===== config.mk =====
export PLATFORM = sky130hd
export DESIGN_NAME = imm_extend_unit
export DESIGN_NICKNAME = d
export VERILOG_FILES = /design/src/rtl/imm_extend_unit.sv
export SDC_FILE = /design/constraint.sdc
export NUM_CORES = 1
export LEC_CHECK = 0
export BUFFER_PORTS_ARGS = -buffer_cell sky130_fd_sc_hd__buf_2
export CAP_MARGIN = 20
export CORE_UTILIZATION = 58
export CTS_BUF_LIST = sky130_fd_sc_hd__clkbuf_8
export CTS_CLUSTER_DIAMETER = 50
export DETAILED_ROUTE_END_ITERATION = 12
export MAX_ROUTING_LAYER = met4
export PLACE_DENSITY_LB_ADDON = 0.12
export SYNTH_ARGS = -nofsm -noshare
export SYNTH_HDL_FRONTEND = slang
export SYNTH_SLANG_ARGS = --single-unit

===== constraint.sdc =====
create_clock -name CLK -period 2.5 [get_ports CLK]
set_input_delay 0.5 -clock CLK [delete_from_list [all_inputs] [get_ports CLK]]
set_output_delay 0.5 -clock CLK [all_outputs]
set_load 0.02 [all_outputs]

===== src/rtl/imm_extend_unit.sv =====
// Registered immediate-extension stage (zero/sign/upper/branch) with a valid/ready
// handshake and a two-entry output/skid buffer so downstream stalls land one cycle late.
//
// state | meaning
// EMPTY | no operand held; in_ready=1, out_valid=0
// ONE   | operand in output reg only; in_ready=1, out_valid=1
// TWO   | output reg and skid reg both full; in_ready=0, out_valid=1
module imm_extend_unit #(
  parameter int IMM_W    = 16,
  parameter int WORD_W   = 32,
  parameter int BR_SHIFT = 2
) (
  input  logic              CLK,
  input  logic              RST,
  input  logic              flush,
  input  logic              in_valid,
  output logic              in_ready,
  input  logic [IMM_W-1:0]  in_imm,
  input  logic [2:0]        in_mode,
  output logic              out_valid,
  input  logic              out_ready,
  output logic [WORD_W-1:0] out_imm,
  output logic              out_err
);

  typedef enum logic [1:0] {
    EMPTY = 2'b00,
    ONE   = 2'b01,
    TWO   = 2'b11
  } state_t;

  state_t state, state_nxt;

  logic [WORD_W-1:0] sign_ext;
  logic [WORD_W-1:0] ext_imm;
  logic              ext_err;
  logic [WORD_W-1:0] o_imm, s_imm;
  logic              o_err, s_err;
  logic              accept, transfer;
  logic              load_o_new, load_o_skid, load_s;

  assign sign_ext = {{(WORD_W-IMM_W){in_imm[IMM_W-1]}}, in_imm};

  always_comb begin
    ext_imm = '0;
    ext_err = 1'b0;
    if (in_mode[2]) begin
      ext_err = 1'b1;
    end else begin
      case (in_mode[1:0])
        2'b00:   ext_imm = {{(WORD_W-IMM_W){1'b0}}, in_imm};
        2'b01:   ext_imm = sign_ext;
        2'b10:   ext_imm = {in_imm, {(WORD_W-IMM_W){1'b0}}};
        default: ext_imm = sign_ext << BR_SHIFT;
      endcase
    end
  end

  // in_ready comes straight from the state register, so out_ready never gates it combinationally
  assign in_ready  = (state != TWO);
  assign out_valid = (state != EMPTY);
  assign accept    = in_valid & in_ready;
  assign transfer  = out_valid & out_ready;

  always_ff @(posedge CLK or posedge RST) begin
    if (RST) state <= EMPTY;
    else     state <= state_nxt;
  end

  always_comb begin
    state_nxt   = state;
    load_o_new  = 1'b0;
    load_o_skid = 1'b0;
    load_s      = 1'b0;
    unique case (state)
      EMPTY: begin
        if (accept) begin
          state_nxt  = ONE;
          load_o_new = 1'b1;
        end
      end
      ONE: begin
        if (accept && transfer) begin
          load_o_new = 1'b1;
        end else if (accept) begin
          state_nxt = TWO;
          load_s    = 1'b1;
        end else if (transfer) begin
          state_nxt = EMPTY;
        end
      end
      TWO: begin
        if (transfer) begin
          state_nxt   = ONE;
          load_o_skid = 1'b1;
        end
      end
      default: state_nxt = EMPTY;
    endcase
    // flush beats both accept and transfer; whatever was in flight is squashed
    if (flush) begin
      state_nxt   = EMPTY;
      load_o_new  = 1'b0;
      load_o_skid = 1'b0;
      load_s      = 1'b0;
    end
  end

  always_ff @(posedge CLK or posedge RST) begin
    if (RST) begin
      o_imm <= '0;
      o_err <= 1'b0;
      s_imm <= '0;
      s_err <= 1'b0;
    end else begin
      if (load_o_new) begin
        o_imm <= ext_imm;
        o_err <= ext_err;
      end else if (load_o_skid) begin
        o_imm <= s_imm;
        o_err <= s_err;
      end
      if (load_s) begin
        s_imm <= ext_imm;
        s_err <= ext_err;
      end
    end
  end

  assign out_imm = o_imm;
  assign out_err = o_err;

endmodule

* Word-level counts from Yosys, hierarchy flattened
Cells that the tools add are included.
** Storage, ports and cells
- Bits in registers :: 68
- Output and inout port bits :: 35
- Input port bits :: 24
** Cells by class
- Equal/unequal tests :: 9
- Reductions and logical operators :: 6
- Muxes and demuxes :: 24
- Bitwise logic cells :: 2
** Operators with widths (count)
- two-way mux 32 bit :: 3
- case mux 32 bit (3 select lines) :: 1
- two-way mux 1 bit :: 12
- two-way mux 2 bit :: 6
- != test 3 bit (second input constant) :: 3
- case mux 2 bit (3 select lines) :: 1
- equality test 2 x 1 -> 1 bit (second input constant) :: 2
- equality test 2 bit (second input constant) :: 2
- zero test 2 bit :: 2
- != test 4 bit (second input constant) :: 1
- AND reduction 4 bit :: 1
- nonzero test 2 bit :: 2
- AND 1 bit :: 2
- != test 2 bit (second input constant) :: 1
- case mux 1 bit (2 select lines) :: 1
- logical AND 1 bit :: 1

* Longest topological paths before layout
Gate-level depths: netlist of the first run.
- Word-level depth :: 7
- Depth in mapped cells :: 8
- Depth with buffers taken out :: 6

* Worst setup path after synthesis of the first run
OpenSTA, ideal clock, no wires.
- Path type :: register to register
- Start point :: register state[0]
- End point :: register o_imm[30], in the netlist out_imm[30]
- Period minus slack after synthesis :: 1.749 ns
- Stages on the path, launching flop included :: 9
- Data required time :: 2.377 ns
- Slack :: 0.751 ns
- Data arrival time :: 1.627 ns
- Cells stage by stage :: dfrtp_1 > inv_1 > ha_1 > a21oi_1 > or4b_4 > buf_6 > buf_6 > nor2_1 > a21oi_1
** Between the ends
- Longest elaborated chain between the ends :: 7
- Elaborated cells on any way between the ends :: 17
- Those cells by class :: 3 x eq/ne; 8 x mux; 2 x bitwise; 4 x reduce/logical
** RTL lines
- from (decl) :: line 32 : state_t state, state_nxt;
- from (signal assigned) :: line 67 : else state <= state_nxt;
- != test 2 bit or nonzero test 2 bit (tied branches) :: line 60, 61
- AND 1 bit, on equally long branches :: line 62, 63
- logical AND 1 bit :: line 83 : if (accept && transfer) begin
- two-way mux 1 bit :: line 83
- case mux 1 bit (2 select lines) :: line 75 : unique case (state)
- two-way mux 1 bit :: line 101 : if (flush) begin
- two-way mux 32 bit or nonzero test 2 bit (tied branches)
- to (signal assigned) :: line 117 : o_imm <= ext_imm;
- to (signal assigned) :: line 120 : o_imm <= s_imm;
- to (decl) :: line 37 : logic [WORD_W-1:0] o_imm, s_imm;
Several ways; a longest one is shown, not always the timed one.
A chain may end at the register's enable or synchronous reset.

* Worst setup path in the final report of the first run
- Start point :: register state[0]
- End point :: register o_imm[25], in the netlist out_imm[25]
The elaborated chain is that of the path after synthesis.

==> results of run 1 <==
[worst max-delay path, cell delays in order (launching register included)]
cell     delay, ps
dfrtp_1        420
inv_1          100
ha_1           230
a21oi_1         60
or4b_4         800
nor2_1         210
a21oi_1         60
[final cells by class]
| cell class | instances | area [sq um] | area share |
|---|---|---|---|
| well taps | 72 | 90.1 | 0.0227 |
| inverters | 6 | 22.5 | 0.00568 |
| repair buffers | 64 | 348 | 0.0877 |
| clock inverters | 5 | 52.6 | 0.0132 |
| flip-flops and latches | 68 | 1700 | 0.429 |
| multi-input cells | 289 | 1620 | 0.407 |
| clock buffers | 10 | 138 | 0.0347 |
[metrics by stage]
step | cells | cell area [sq um]
after floorplan | 392 | 3510
after global placement | 499 | 3780
after detailed placement | 499 | 3780
after CTS | 514 | 3970
after global routing | 514 | 3970
final | 514 | 3970
[metal layers]
layer | track usage | vias up | routed length, um
li1 | - | 1403 | -
met1 | 0.382 | 1347 | 3590
met2 | 0.413 | 72 | 3740
met3 | 0.0606 | 6 | 399
met4 | 0.0804 | 0 | 65
met5 | - | - | 0
[cell usage in the layout (no fill, tap or decap), types with 3 or more instances in the layout]
| master | n |
|---|---|
| o21ai_0 | 6 |
| clkbuf_8 | 10 |
| nand3b_1 | 16 |
| a21oi_1 | 64 |
| nor2_1 | 31 |
| buf_4 | 5 |
| inv_1 | 5 |
| nand2b_1 | 15 |
| ha_1 | 4 |
| nand3_1 | 14 |
| dfrtp_1 | 68 |
| clkinv_2 | 3 |
| nand2_1 | 94 |
| buf_2 | 58 |
| mux2i_1 | 36 |
[power by group]
part | leakage [nW] | internal [mW] | switching [mW]
Clock | 0.0979 | 0.477 | 0.400
Sequential | 0.855 | 1.52 | 0.231
Combinational | 0.923 | 0.464 | 0.770
[sequential cells by signal, indices dropped and copies added, names as in the netlist]
name	cells
s_err	1
out_err	1
state	2
out_imm	32
s_imm	32
[how the worst min path moves through the flow]
stage	from	endpoint	cells past startpoint
2_1_floorplan	s_imm[10]	s_imm[10]	2
3_3_place_gp	s_imm[28]	s_imm[28]	2
3_5_place_dp	s_imm[5]	s_imm[5]	2
4_1_cts	RST	s_imm[9]	2
5_1_grt	RST	s_imm[9]	2
6_report	RST	s_imm[9]	2
[kinds of logic after synthesis]
kind of cell / synth area share
AO/OA/AOI/OAI: 0.111
adder cells (fa/ha/maj): 0.0143
multiplexers: 0.103
AND/OR/NAND/NOR: 0.231
buffers and inverters: 0.0563
flip-flops: 0.485
[cells in the mapped netlist, types with 6 or more instances]
master / number
nand2_1: 94
o21ai_0: 6
a21oi_1: 64
buf_6: 6
nand2b_1: 15
dfrtp_1: 68
nand3b_1: 16
nor2_1: 31
mux2i_1: 36
nand3_1: 14
inv_1: 6
clkbuf_1: 13
==> flow_summary.yaml, run 1 <==
outcome:
  status: "finished clean"
yosys:
  synth-edff-count: 0
  synth.top_cells.by_area: "dfrtp_1 49%, mux2i_1 10%, nand2_1 10%"
  synth.avg_cell_area_sq_um: 8.95
  ys.warnings.count: 0
  synth_area_leader_cell: "dfrtp_1"
  synth-seq-cells: 68
  synth-main-ff-cell: "dfrtp_1"
  yosysTopAreaCellShare: 0.485
  syn_inst: 392
  netlist_area_sq_um: 3510
  syn_nets: 420
  async_flop_share: 1.00
  synthDistinctLibCells: 25
  ys_seq_area_frac: 0.485
worst_setup_path:
  cp_data_required_time_ps: 2680
  cp-start-kind: "flip-flop"
  rrSetupSlack_ps: 420
  setup.worst_path.start: "state[0]"
  rr_startpoint: "state[0]"
  cp_max_fo: 65
  reg2reg_depth: 6
  crit_arrival_ps: 2260
  r2r_end: "out_imm[25]"
  critPathKind: "reg -> reg"
  end_kind: "flip-flop"
  crit_path_end: "out_imm[25]"
layout:
  area_growth_pct: 13.1
  diodes: 0
  nFillCells: 460
  drive_above_1_share: 0.192
  utilization: 0.699
  finalNetCount: 466
sta:
  max_freq_mhz: 480
  worst_pin_slew_ps: 685
  relSlewSlack: 0.543
  min_period_over_period: 0.834
  maxSlewViolCount: 0
  hold_viol: 0
  min_period_ps: 2080
  fin_setup_tns_ps: 0
  setup_viol: 0
  setup_ws_ps: 416
  rsz0062_at_grt: "no"
  whs_ps: 262
  finClkSkew_ps: 4.12
route:
  num_vias: 2828
  viasPerCell: 5.50
  drt_iter0_markers: 266
  ant_nets: 0
  dr.pass1.iters: 5
  wirelength_mm: 7.80
  drt-wirelength-per-cell_um: 15.2
  remaining_drc_errors: 0
clocking:
  htreeDepth: 3
  clkLatencyLatePin_ps: 330
  cts_tree: "done"
  clockBufferDepth: 2
  post_cts_buffers: 0
  clock-sinks: 68
  cts-root-buf: "clkbuf_8"
  ctsHoldBuffers: 0
  numCtsBuffers: 9
  clk_pin_slew_worst_paths_ps: 70
  cts_resized: 0
floorplanning:
  core_area_sq_um: 5680
  fp.dieH_um: 79.8
  initial_core_util: 0.618
  num_rows: 27
  die_area_sq_um: 6360
  fp.dieW_um: 79.8
  boundaryPins: 59
global_route:
  grt_pass1_vias: 2637
  grt_max_degree: 66
  grt_overflow: 0
  grtUsageTotal: 0.277
  grt_pass1_wl_mm: 12.9
  antenna_found_initial: 0
power:
  powerDensity_nw_per_um2: 974
  leakage_nw: 1.88
  peakVddDrop_mv: 0.548
  power_mw: 3.86
placement:
  place_ws_ps: 435
  io_buffers: 58
  dp_hpwl_mm: 5.28
  gp_congestion: 0.846
min_path:
  hold_path_class: "in -> async"
run:
  drv_cap: 0
(Power assumes the default switching activity.)
==> run 2, diff against run 1 <==
--- a/config.mk
+++ b/config.mk
@@ -7,7 +7,7 @@
 export LEC_CHECK = 0
 export BUFFER_PORTS_ARGS = -buffer_cell sky130_fd_sc_hd__buf_2
 export CAP_MARGIN = 20
-export CORE_UTILIZATION = 58
+export CORE_UTILIZATION = 53
 export CTS_BUF_LIST = sky130_fd_sc_hd__clkbuf_8
 export CTS_CLUSTER_DIAMETER = 50
 export DETAILED_ROUTE_END_ITERATION = 12
==> constraint.sdc (replaced) <==
create_clock -name CLK -period 1.8 [get_ports CLK]
set_input_delay 0.36 -clock CLK [delete_from_list [all_inputs] [get_ports CLK]]
set_output_delay 0.36 -clock CLK [all_outputs]
set_load 0.02 [all_outputs]
==> flow_summary.yaml, run 2 (synthesis gave the netlist of run 1 again) <==
sta:
  min_period_ps: 1870
  max_freq_mhz: 535
  maxSlewViolCount: 0
  whs_ps: 110
  setup_viol: 32
  setup_ws_ps: -70.2
  worst_pin_slew_ps: 439
  min_period_over_period: 1.04
  rsz0062_at_grt: "yes"
  relSlewSlack: 0.707
  hold_viol: 0
  finClkSkew_ps: 5.16
placement:
  gp_congestion: 0.830
  dp_hpwl_mm: 5.21
  numPlacedInstances: 511
  io_buffers: 58
  dpl_cell_area_sq_um: 3920
global_route:
  grt_overflow: 0
  grt_pass1_vias: 2732
  antenna_found_initial: 0
  grtUsageTotal: 0.258
  grt_max_degree: 69
  grt_pass1_wl_mm: 13.6
route:
  dr.pass1.iters: 4
  remaining_drc_errors: 0
  wirelength_mm: 9.24
  ant_nets: 0
  viasPerCell: 5.60
  num_vias: 3002
  drt_iter0_markers: 281
  drt-wirelength-per-cell_um: 17.2
clocking:
  clock-sinks: 68
  ctsHoldBuffers: 0
  cts_tree: "done"
  clockBufferDepth: 2
  clkLatencyLatePin_ps: 340
  htreeDepth: 3
  numCtsBuffers: 9
  cts-root-buf: "clkbuf_8"
  clk_pin_slew_worst_paths_ps: 70
outcome:
  violations: "setup timing"
  status: "complete, but fails checks"
power:
  pwr-share-seq: 0.415
  peakVddDrop_mv: 0.977
  power_mw: 5.90
  leakage_nw: 2.07
  powerDensity_nw_per_um2: 1280
  swShare: 0.362
  p_int_mw: 3.76
  clkPwrFrac: 0.231
  comb_power_share: 0.354
  netSwitchingPower_mw: 2.13
worst_setup_path:
  cp-start-kind: "flip-flop"
  cp_data_required_time_ps: 2030
  crit_arrival_ps: 2100
  cp_max_fo: 8
  end_kind: "flip-flop"
  reg2reg_depth: 7
  critPathKind: "reg -> reg"
  rrSetupSlack_ps: -70
floorplanning:
  fp.dieW_um: 83.4
  core_area_sq_um: 6390
  die_area_sq_um: 6950
  initial_core_util: 0.549
  num_rows: 29
  fp.dieH_um: 83.4
  boundaryPins: 59
layout:
  utilization: 0.722
  area_growth_pct: 31.4
  diodes: 0
  stdcell_count: 536
  final_cell_area_sq_um: 4610
  final_common_cell: "nand2_1"
  drive_above_1_share: 0.336
  layout_common_cells: "94 x nand2_1, 67 x dfrtp_1, 58 x buf_2"
  nFillCells: 482
  finalNetCount: 482
run:
  drv_cap: 0
min_path:
  hold_path_class: "in -> async"
run 2: area by class of cell:
cell class	count	area (sq um)	area share
well taps	77	96.3	0.0209
clock buffers	13	179	0.0388
flip-flops and latches	68	1700	0.369
multi-input cells	289	1880	0.409
clock inverters	3	42.5	0.00923
inverters	6	26.3	0.00570
repair buffers	80	679	0.147
run 2: metrics by stage:
step / worst slack, ps / TNS, ps
after CTS: 8.39 / 0
final: -70.2 / -1460
after floorplan: 50.8 / 0
after detailed placement: -16.3 / -65.1
after global placement: 11.1 / 0
after global routing: -131 / -3450
run 2: power by group through the flow:
| stage | sequential [mW] | clock [mW] | combinational [mW] |
|---|---|---|---|
| CTS | 2.42 | 1.39 | 1.80 |
| floorplan | 2.76 | 0 | 0.867 |
| global placement | 2.43 | 0 | 1.74 |
| global route | 2.52 | 1.45 | 2.28 |
| finish | 2.45 | 1.36 | 2.09 |
| detailed placement | 2.44 | 0 | 1.78 |
run 2: critical path, cell delays in order (launching register included):
cell	delay (ps)
dfrtp_2	450
inv_2	100
ha_4	170
a21oi_2	40
or4b_4	610
clkbuf_16	240
nor2_4	110
a21oi_2	40
run 2: repair_timing:
action,4_1_cts,5_1_grt
gates cloned,0,8
buffers inserted,0,1
gates resized for setup,2,76
setup endpoints to repair,20,66
pin swaps,0,11
run 2: path summary, 6_finish.rpt:
kind / start / end
setup reg to reg: state[0] / out_imm[30]
max in group asynchronous: RST / state[0]
min in group CLK: flush / state[0]
hold / removal: RST / out_imm[9]
hold reg to reg: s_imm[9] / s_imm[9]
setup / recovery: state[0] / out_imm[30]
run 2: metal layers:
layer  vias to the layer above  GRT usage  wire length (um)
met3                        12     0.0537               558
met2                        91      0.375              4280
met4                         0     0.0799               142
li1                       1439          -                 -
met1                      1460      0.364              4260
met5                         -          -                 0
